===== config.mk =====
export PLATFORM = sky130hd
export DESIGN_NAME = seg7_scan_display
export DESIGN_NICKNAME = d
export VERILOG_FILES = /design/src/rtl/seg7_pkg.sv /design/src/rtl/hex_to_seg7.sv /design/src/rtl/seg7_scan_display.sv
export SDC_FILE = /design/constraint.sdc
export NUM_CORES = 1
export LEC_CHECK = 0
export CAP_MARGIN = 20
export CORE_UTILIZATION = 54
export CTS_BUF_LIST = sky130_fd_sc_hd__clkbuf_2 sky130_fd_sc_hd__clkbuf_4 sky130_fd_sc_hd__clkbuf_8
export DETAILED_ROUTE_END_ITERATION = 10
export GPL_TIMING_DRIVEN = 0
export HOLD_SLACK_MARGIN = 0.05
export PLACE_DENSITY = 0.74
export SLEW_MARGIN = 10
export SYNTH_ARGS = -nofsm -noshare
export SYNTH_HDL_FRONTEND = slang
export SYNTH_HIERARCHICAL = 1
export SYNTH_SLANG_ARGS = --single-unit
export TNS_END_PERCENT = 10

===== constraint.sdc =====
create_clock -name MCLK -period 3.7 [get_ports MCLK]
set_input_delay 0.555 -clock MCLK [delete_from_list [all_inputs] [get_ports MCLK]]
set_output_delay 0.555 -clock MCLK [all_outputs]
set_load 0.01 [all_outputs]

===== src/rtl/seg7_pkg.sv =====
// Shared constants for the seven-segment scan driver.
// Segment vectors are ordered {g,f,e,d,c,b,a}; a 0 bit lights the segment
// (common-anode wiring).
package seg7_pkg;

  typedef logic [6:0] seg7_t;

  localparam seg7_t SEG7_BLANK = 7'h7F;

  localparam seg7_t SEG7_HEX_0 = 7'b1000000;
  localparam seg7_t SEG7_HEX_1 = 7'b1111001;
  localparam seg7_t SEG7_HEX_2 = 7'b0100100;
  localparam seg7_t SEG7_HEX_3 = 7'b0110000;
  localparam seg7_t SEG7_HEX_4 = 7'b0011001;
  localparam seg7_t SEG7_HEX_5 = 7'b0010010;
  localparam seg7_t SEG7_HEX_6 = 7'b0000010;
  localparam seg7_t SEG7_HEX_7 = 7'b1111000;
  localparam seg7_t SEG7_HEX_8 = 7'b0000000;
  localparam seg7_t SEG7_HEX_9 = 7'b0010000;
  localparam seg7_t SEG7_HEX_A = 7'b0001000;
  localparam seg7_t SEG7_HEX_B = 7'b0000011;
  localparam seg7_t SEG7_HEX_C = 7'b1000110;
  localparam seg7_t SEG7_HEX_D = 7'b0100001;
  localparam seg7_t SEG7_HEX_E = 7'b0000110;
  localparam seg7_t SEG7_HEX_F = 7'b0001110;

endpackage


===== src/rtl/hex_to_seg7.sv =====
// Combinational hex nibble to active-low gfedcba segment decoder.
module hex_to_seg7
  import seg7_pkg::*;
(
  input  logic [3:0] hex,
  output logic [6:0] seg
);

  // Look up the segment pattern for the nibble; unknown codes go dark.
  always_comb begin
    seg = SEG7_BLANK;
    case (hex)
      4'h0:    seg = SEG7_HEX_0;
      4'h1:    seg = SEG7_HEX_1;
      4'h2:    seg = SEG7_HEX_2;
      4'h3:    seg = SEG7_HEX_3;
      4'h4:    seg = SEG7_HEX_4;
      4'h5:    seg = SEG7_HEX_5;
      4'h6:    seg = SEG7_HEX_6;
      4'h7:    seg = SEG7_HEX_7;
      4'h8:    seg = SEG7_HEX_8;
      4'h9:    seg = SEG7_HEX_9;
      4'hA:    seg = SEG7_HEX_A;
      4'hB:    seg = SEG7_HEX_B;
      4'hC:    seg = SEG7_HEX_C;
      4'hD:    seg = SEG7_HEX_D;
      4'hE:    seg = SEG7_HEX_E;
      4'hF:    seg = SEG7_HEX_F;
      default: seg = SEG7_BLANK;
    endcase
  end

endmodule


===== src/rtl/seg7_scan_display.sv =====
// Time-multiplexed common-anode seven-segment driver with per-digit blank,
// blink and decimal point, global PWM brightness and frame-aligned shadow
// updates. All pins are registered, so they show the previous cycle's scan
// position.
module seg7_scan_display
  import seg7_pkg::*;
#(
  parameter int NUM_DIGITS = 4,
  parameter int DIV_BITS   = 16,
  parameter int BLINK_BITS = 6
) (
  input  logic                    MCLK,
  input  logic                    reset,
  input  logic [4*NUM_DIGITS-1:0] digits,
  input  logic [NUM_DIGITS-1:0]   dp_in,
  input  logic [NUM_DIGITS-1:0]   blank,
  input  logic [NUM_DIGITS-1:0]   blink,
  input  logic [3:0]              brightness,
  input  logic                    update,
  output logic [6:0]              seg,
  output logic [NUM_DIGITS-1:0]   an,
  output logic                    dp,
  output logic                    busy,
  output logic                    frame_start
);

  localparam int IDX_W = (NUM_DIGITS > 1) ? $clog2(NUM_DIGITS) : 1;
  localparam logic [IDX_W-1:0]      IDX_LAST  = IDX_W'(NUM_DIGITS - 1);
  localparam logic [IDX_W-1:0]      IDX_ZERO  = {IDX_W{1'b0}};
  localparam logic [IDX_W-1:0]      IDX_ONE   = IDX_W'(1'b1);
  localparam logic [DIV_BITS-1:0]   PRE_LAST  = {DIV_BITS{1'b1}};
  localparam logic [DIV_BITS-1:0]   PRE_ZERO  = {DIV_BITS{1'b0}};
  localparam logic [DIV_BITS-1:0]   PRE_ONE   = DIV_BITS'(1'b1);
  localparam logic [BLINK_BITS-1:0] FCNT_ZERO = {BLINK_BITS{1'b0}};
  localparam logic [BLINK_BITS-1:0] FCNT_ONE  = BLINK_BITS'(1'b1);
  localparam logic [NUM_DIGITS-1:0] ALL_ONES  = {NUM_DIGITS{1'b1}};
  localparam logic [NUM_DIGITS-1:0] ALL_ZEROS = {NUM_DIGITS{1'b0}};

  // Scan position
  logic [DIV_BITS-1:0]   pre_r;
  logic [IDX_W-1:0]      idx_r;
  logic [BLINK_BITS-1:0] fcnt_r;

  // Active (displayed) and pending (shadow) display state
  logic [4*NUM_DIGITS-1:0] act_digits_r, pend_digits_r;
  logic [NUM_DIGITS-1:0]   act_dp_r, pend_dp_r;
  logic [NUM_DIGITS-1:0]   act_blank_r, pend_blank_r;
  logic [NUM_DIGITS-1:0]   act_blink_r, pend_blink_r;
  logic                    busy_r;

  // Output registers
  logic [6:0]            seg_r;
  logic [NUM_DIGITS-1:0] an_r;
  logic                  dp_r;
  logic                  frame_start_r;

  // Combinational view of the current scan slot
  logic                  slot_end_s;
  logic                  frame_end_s;
  logic [3:0]            phase_s;
  logic                  blink_off_s;
  logic [3:0]            nibble_s;
  logic                  dp_sel_s;
  logic                  blank_sel_s;
  logic                  blink_sel_s;
  logic [NUM_DIGITS-1:0] an_sel_s;
  logic                  on_s;
  logic [6:0]            seg_dec_s;

  assign slot_end_s  = (pre_r == PRE_LAST);
  assign frame_end_s = slot_end_s && (idx_r == IDX_LAST);
  assign phase_s     = pre_r[DIV_BITS-1 -: 4];
  assign blink_off_s = fcnt_r[BLINK_BITS-1];

  // Select the active attributes of the digit currently being scanned.
  always_comb begin
    nibble_s    = 4'h0;
    dp_sel_s    = 1'b0;
    blank_sel_s = 1'b1;
    blink_sel_s = 1'b0;
    an_sel_s    = ALL_ONES;
    for (int i = 0; i < NUM_DIGITS; i++) begin
      if (idx_r == IDX_W'(i)) begin
        nibble_s    = act_digits_r[4*i +: 4];
        dp_sel_s    = act_dp_r[i];
        blank_sel_s = act_blank_r[i];
        blink_sel_s = act_blink_r[i];
        an_sel_s[i] = 1'b0;
      end else begin
        an_sel_s[i] = 1'b1;
      end
    end
  end

  assign on_s = !blank_sel_s && !(blink_sel_s && blink_off_s) &&
                (phase_s <= brightness);

  hex_to_seg7 u_dec (
    .hex (nibble_s),
    .seg (seg_dec_s)
  );

  // Advance prescaler, digit index and frame counter.
  always_ff @(posedge MCLK) begin
    if (!reset) begin
      pre_r  <= PRE_ZERO;
      idx_r  <= IDX_ZERO;
      fcnt_r <= FCNT_ZERO;
    end else begin
      pre_r <= pre_r + PRE_ONE;
      if (frame_end_s) begin
        idx_r  <= IDX_ZERO;
        fcnt_r <= fcnt_r + FCNT_ONE;
      end else if (slot_end_s) begin
        idx_r  <= idx_r + IDX_ONE;
        fcnt_r <= fcnt_r;
      end else begin
        idx_r  <= idx_r;
        fcnt_r <= fcnt_r;
      end
    end
  end

  // Capture updates into the shadow and swap them in only at a frame edge,
  // so a frame never mixes old and new digits.
  always_ff @(posedge MCLK) begin
    if (!reset) begin
      act_digits_r  <= {(4*NUM_DIGITS){1'b0}};
      act_dp_r      <= ALL_ZEROS;
      act_blank_r   <= ALL_ONES;
      act_blink_r   <= ALL_ZEROS;
      pend_digits_r <= {(4*NUM_DIGITS){1'b0}};
      pend_dp_r     <= ALL_ZEROS;
      pend_blank_r  <= ALL_ONES;
      pend_blink_r  <= ALL_ZEROS;
      busy_r        <= 1'b0;
    end else if (frame_end_s) begin
      // A strobe on the boundary itself wins over any older pending value.
      if (update) begin
        act_digits_r <= digits;
        act_dp_r     <= dp_in;
        act_blank_r  <= blank;
        act_blink_r  <= blink;
      end else if (busy_r) begin
        act_digits_r <= pend_digits_r;
        act_dp_r     <= pend_dp_r;
        act_blank_r  <= pend_blank_r;
        act_blink_r  <= pend_blink_r;
      end else begin
        act_digits_r <= act_digits_r;
        act_dp_r     <= act_dp_r;
        act_blank_r  <= act_blank_r;
        act_blink_r  <= act_blink_r;
      end
      busy_r <= 1'b0;
    end else if (update) begin
      pend_digits_r <= digits;
      pend_dp_r     <= dp_in;
      pend_blank_r  <= blank;
      pend_blink_r  <= blink;
      busy_r        <= 1'b1;
    end else begin
      busy_r <= busy_r;
    end
  end

  // Register the pins; a disabled slot drives everything dark.
  always_ff @(posedge MCLK) begin
    if (!reset) begin
      seg_r         <= SEG7_BLANK;
      an_r          <= ALL_ONES;
      dp_r          <= 1'b1;
      frame_start_r <= 1'b0;
    end else begin
      seg_r         <= on_s ? seg_dec_s : SEG7_BLANK;
      an_r          <= on_s ? an_sel_s : ALL_ONES;
      dp_r          <= on_s ? !dp_sel_s : 1'b1;
      frame_start_r <= (pre_r == PRE_ZERO) && (idx_r == IDX_ZERO);
    end
  end

  assign seg         = seg_r;
  assign an          = an_r;
  assign dp          = dp_r;
  assign busy        = busy_r;
  assign frame_start = frame_start_r;

endmodule


Word-level counts from Yosys, hierarchy flattened
Memory sizes are Yosys's and may differ from the RTL's. A register that Yosys moved wholly into a read port is not among the register bits.
Cells that the tools add are included.
{ "word_totals": {"mem_count": 1, "ff_bits": 87, "word_cells": 70, "in_bits": 35, "rom_bits": 112, "out_inout_bits": 14} }
{ "classes": {"bitwise": 2, "n_eq_ne": 4, "addsub": 3, "order_cmp": 1, "mux": 28, "reduce_logical": 16} }
{ "memory_table": {"columns": ["name", "words", "word_bits", "read_ports", "rd_ports_with_merged_regs", "wr", "line_no", "rtl"], "rows": [
  ["(name not given)", 16, 7, 1, 1, 0, "hex_to_seg7.sv:12", "case (hex)"]
]} }
{ "op_table": {"columns": ["cell", "n"], "rows": [
  ["4-bit 2-to-1 mux", 10],
  ["16-bit 2-to-1 mux", 2],
  ["16-bit by 1-bit adder with 16-bit output, second input constant", 1],
  ["16-bit == test, second input constant", 1],
  ["16-bit zero test", 1],
  ["1-bit 2-to-1 mux", 16],
  ["6-bit by 1-bit adder with 6-bit output, second input constant", 1],
  ["2-bit AND reduction", 3],
  ["1-bit logical AND", 5],
  ["2-bit == test, second input constant", 2],
  ["4-bit <= comparator", 1],
  ["1-bit zero test", 4],
  ["2-bit by 1-bit adder with 2-bit output, second input constant", 1],
  ["2-bit by 1-bit == test with 1-bit output, second input constant", 1],
  ["2-bit zero test", 1],
  ["1-bit NOT", 2],
  ["2-bit nonzero test", 1],
  ["2-bit OR reduction", 1]
]} }

Depth between registers and ports, before layout
{ "depth": {"word_depth": 11, "mapped_depth": 13, "depth_no_buf": 12} }

Hierarchy
The synthesis kept the hierarchy.
{ "modules_own_cells": {"columns": ["module", "area_per_inst_um2", "cells_each", "instances"], "rows": [
  ["seg7_scan_display", 4956.0, 581, 1],
  ["hex_to_seg7", 275.3, 32, 1]
]} }

Worst setup path before layout
OpenSTA, ideal clock, no wires.
{ "synth_path": {"path_type": "register to register", "start": "register idx_r[1]", "end": "register seg_r[3], in the netlist seg[3]", "t_required_ns": 3.567, "setup_slack_ns": 0.841, "stages_incl_launch_ff": 13, "period_less_slack_ns": 2.859, "arrival_time_ns": 2.726, "cell_sequence": "dfxtp_1 -> inv_1 -> ha_1 -> clkbuf_1 -> nand3b_1 -> a21oi_1 -> a21oi_1 -> o21ai_0 -> inv_1 -> ha_1 -> inv_1 -> mux4_1 -> nand3b_1"} }
{ "synth_via": {"word_cells_on_any_way": 23} }
{ "synth_lines": {"columns": ["element", "line_no", "rtl"], "rows": [
  ["start, declared", "seg7_scan_display.sv:41", "logic [IDX_W-1:0] idx_r;"],
  ["start signal, assigned", "seg7_scan_display.sv:115", "idx_r <= idx_r + IDX_ONE;"],
  ["start signal, assigned", "seg7_scan_display.sv:118", "idx_r <= idx_r;"],
  ["2-bit zero test", "seg7_scan_display.sv:83", "if (idx_r == IDX_W'(i)) begin"],
  ["4-bit 2-to-1 mux (3 in series)", "seg7_scan_display.sv:83", null],
  ["4-bit 2-to-1 mux (*)", "seg7_scan_display.sv:83", null],
  ["via nibble_s[0]", "seg7_scan_display.sv:62", "logic [3:0] nibble_s;"],
  ["end, declared", "seg7_scan_display.sv:52", "logic [6:0] seg_r;"]
]} }
Mark *: on every way through the listed nets, which the timed path passes. The rest lies on a longest branch.
A chain may end at the register's enable or synchronous reset.

Worst setup path in the final report
Same ends and word-level chain as after synthesis.

==> flow_summary.ini <==
[status]
status = finished, final reports clean

[route]
vias_per_cell = 6.36
drc = 0
drt-initial-drc-count = 318
drt-total-wl_um = 14700
ant_nets = 0
first_pass_iters = 7
wl_per_cell_um = 18.3
vias = 5117

[floorplan]
top_level_ports = 49
initial_core_util_pct = 56.1
fp.dieW_um = 100
num_rows = 35
core_area_mm2 = 0.00933
die_area_mm2 = 0.0101
die_h_um = 100

[synth]
ys.warnings.count = 6
ys_ff_latch = 94
ys_types = 47
synth_edf_count = 0
ys_seq_area_share_pct = 36.0
synth_flop_cell = dfxtp_1
syn-cell-area_mm2 = 0.00523
synth.net_count = 666
synth.avg_cell_area_um2 = 8.53
netlist_instances = 613
async_reset_ff_share_pct = 0

[run]
cap_violations = 0

[worst_hold_path]
hp-class = register to register
min-delay-start = act_digits_r[10]$_SDFFE_PN0P_

[worst_setup_path]
critPathLaunch = idx_r[1]$_SDFFE_PP0N_
crit_type = register to register
startpoint_type = register
crit_slowest_cell = o21ai_0
critPathMaxFanout = 10
reg2reg_from = idx_r[1]$_SDFFE_PP0N_
required_ns = 3.96
worstSetupEndpointType = register
cpPeakStageDelay_ns = 0.48
worstPathArrival_ns = 3.50
crit_path_frequent_cell = inv_1
crit_chain = inv_1 > ha_1 > clkbuf_1 > nand3b_1 > a21oi_1 > a21oi_1 > o21ai_0 > inv_1 > ha_1 > inv_1 > mux4_1 > nand3b_1

[placement]
place_ws_ns = 0.346
routabilityCongestion = 0.874
io_buffers = 46
dpl_cell_area_mm2 = 0.00585
dp.cells = 788
place_hpwl_um = 10500

[layout]
multi_input_area_mm2 = 0.00298
area_growth_pct = 16.7
diodes = 0
seq_area_mm2 = 0.00188
fin_nets = 723
fin_cells = 804
drive_gt1_share_pct = 9.93
fillers = 820
final_area_mm2 = 0.00610
finish.utilization_pct = 65.4

[power]
p_per_area_mw_per_mm2 = 349
vdd_drop_max_mv = 0.254
p_leak_nw = 2.13
power_mw = 2.13

[clock_network]
cts_tree = built
numCtsBuffers = 9
post_cts_buffers = 0
insertion_delay_ns = 0.39
h-tree-depth = 3
cts_resized = 0
clkTransAtPathRegs_ns = 0.09
clockBufferDepth = 2
postCtsHoldBufs = 0
cts_root_buf = clkbuf_8
cts.sinks = 94

[grt]
use_met2_pct = 50.4
grt_busiest_layer = met2
use_met3_pct = 6.27
grt_usage_pct = 30.5
grt.overflow.total = 0
use_met1_pct = 38.6
grt_pass1_wl_um = 23900
antenna_found_initial = 0
grt_pass1_vias = 4968
grt_max_degree = 16

[timing]
tns_ns = 0
period_needed_ns = 3.24
worstMarginPinSlew_ns = 0.608
skew_ns = 0.0102
setup_viol = 0
fmax_ghz = 0.308
relSlewSlack_pct = 59.5
finalHoldViolCount = 0
slew_viol_final = 0
setup_slack_ns = 0.457
hold_ws_ns = 0.457
period_share_pct = 87.6
rsz0062_at_grt = false
synthesized netlist by cell type (all sizes together), types with 6 or more instances:
master / count / area [µm²]
a41oi: 24 / 210
mux2i: 12 / 120
nand3b: 35 / 263
mux2: 25 / 282
a211oi: 6 / 45.0
dfxtp: 94 / 1880
nand4: 33 / 213
inv: 19 / 71.3
nor2: 24 / 90.1
o211ai: 34 / 255
a31oi: 28 / 175
buf: 26 / 155
o21ai: 36 / 180
clkbuf: 39 / 146
ha: 18 / 225
a21oi: 17 / 85.1
nand2: 44 / 165
nand3: 45 / 230
xor2: 8 / 70.1
sequential cells by signal (all words and copies together), names as in the netlist:
| name | cells |
|---|---|
| seg | 7 |
| act_blank_r | 4 |
| pend_digits_r | 16 |
| pre_r | 16 |
| idx_r | 2 |
| an | 4 |
| pend_dp_r | 4 |
| pend_blink_r | 4 |
| fcnt_r | 6 |
| frame_start | 1 |
| dp | 1 |
| act_digits_r | 16 |
| act_blink_r | 4 |
| pend_blank_r | 4 |
| busy | 1 |
| act_dp_r | 4 |
placed cells by master, fill, tap and decap left out, drive strengths merged, types with 2 or more instances in the layout:
master	synthesis	final
and2	4	4
o211ai	34	34
mux2	25	25
nor4	4	4
a22o	3	3
a31oi	28	28
bufinv	0	3
xnor2	4	4
inv	19	19
nand2b	4	4
nand3	45	45
a41oi	24	24
clkbuf	39	50
or3	3	3
o21ai	36	36
nor2	24	24
nor4b	3	3
dfxtp	94	94
ha	18	18
and3	4	4
o21a	2	2
a211oi	6	6
xor2	8	8
nand2	44	44
a21oi	17	17
mux2i	12	12
nand4	33	33
nand3b	35	35
clkdlybuf4s50	0	46
and4	4	4
buf	26	26
power breakdown:
part	internal, mW	switching (mW)
logic	0.103	0.108
registers	1.04	0.0238
clock network	0.476	0.378
total	1.62	0.511
per-layer routing:
metal	routed length (µm)	share of wire, %
met3	1090	7.4
met2	6930	47
met1	6250	42
met4	466	3.2
met5	0	0
path summary, 6_finish.rpt:
check / to / slack, ns / cells past startpoint
setup / recovery: seg[3]$_SDFF_PN1_ / 0.46 / 12
hold / removal: act_digits_r[10]$_SDFFE_PN0P_ / 0.46 / 2
setup reg to reg: seg[3]$_SDFF_PN1_ / 0.46 / 12
hold reg to reg: act_digits_r[10]$_SDFFE_PN0P_ / 0.46 / 2
layout make-up:
type | count | share of cell area (%)
clock inverter | 5 | 1.74
timing repair buffer | 46 | 7.54
multi-input combinational | 435 | 48.8
inverter | 19 | 1.17
sequential | 94 | 30.8
tap | 129 | 2.64
clock buffer | 11 | 2.38
buffer | 65 | 4.94
worst max-delay path, delay by kind of cell, from the launching register on:
kind                       cells  cell delay [ns]
AOI/OAI and AO/OA              3             0.72
adders and majority gates      2             0.59
buffers and inverters          4             0.59
DFF                            1             0.38
muxes                          1             0.46
and+or+nand+nor                2             0.37
logic make-up (layout without fill, tap and decap cells):
group,count (synthesis),in the layout,synth area share [%]
compound gates,155,155,19.8
xor+xnor,12,12,2.01
fa+ha+maj,18,18,4.31
buf+inv,84,146,7.13
flops,94,94,36.0
mux,38,38,8.18
simple gates,212,212,22.6
No activity file was read; power rests on OpenSTA's default activity.
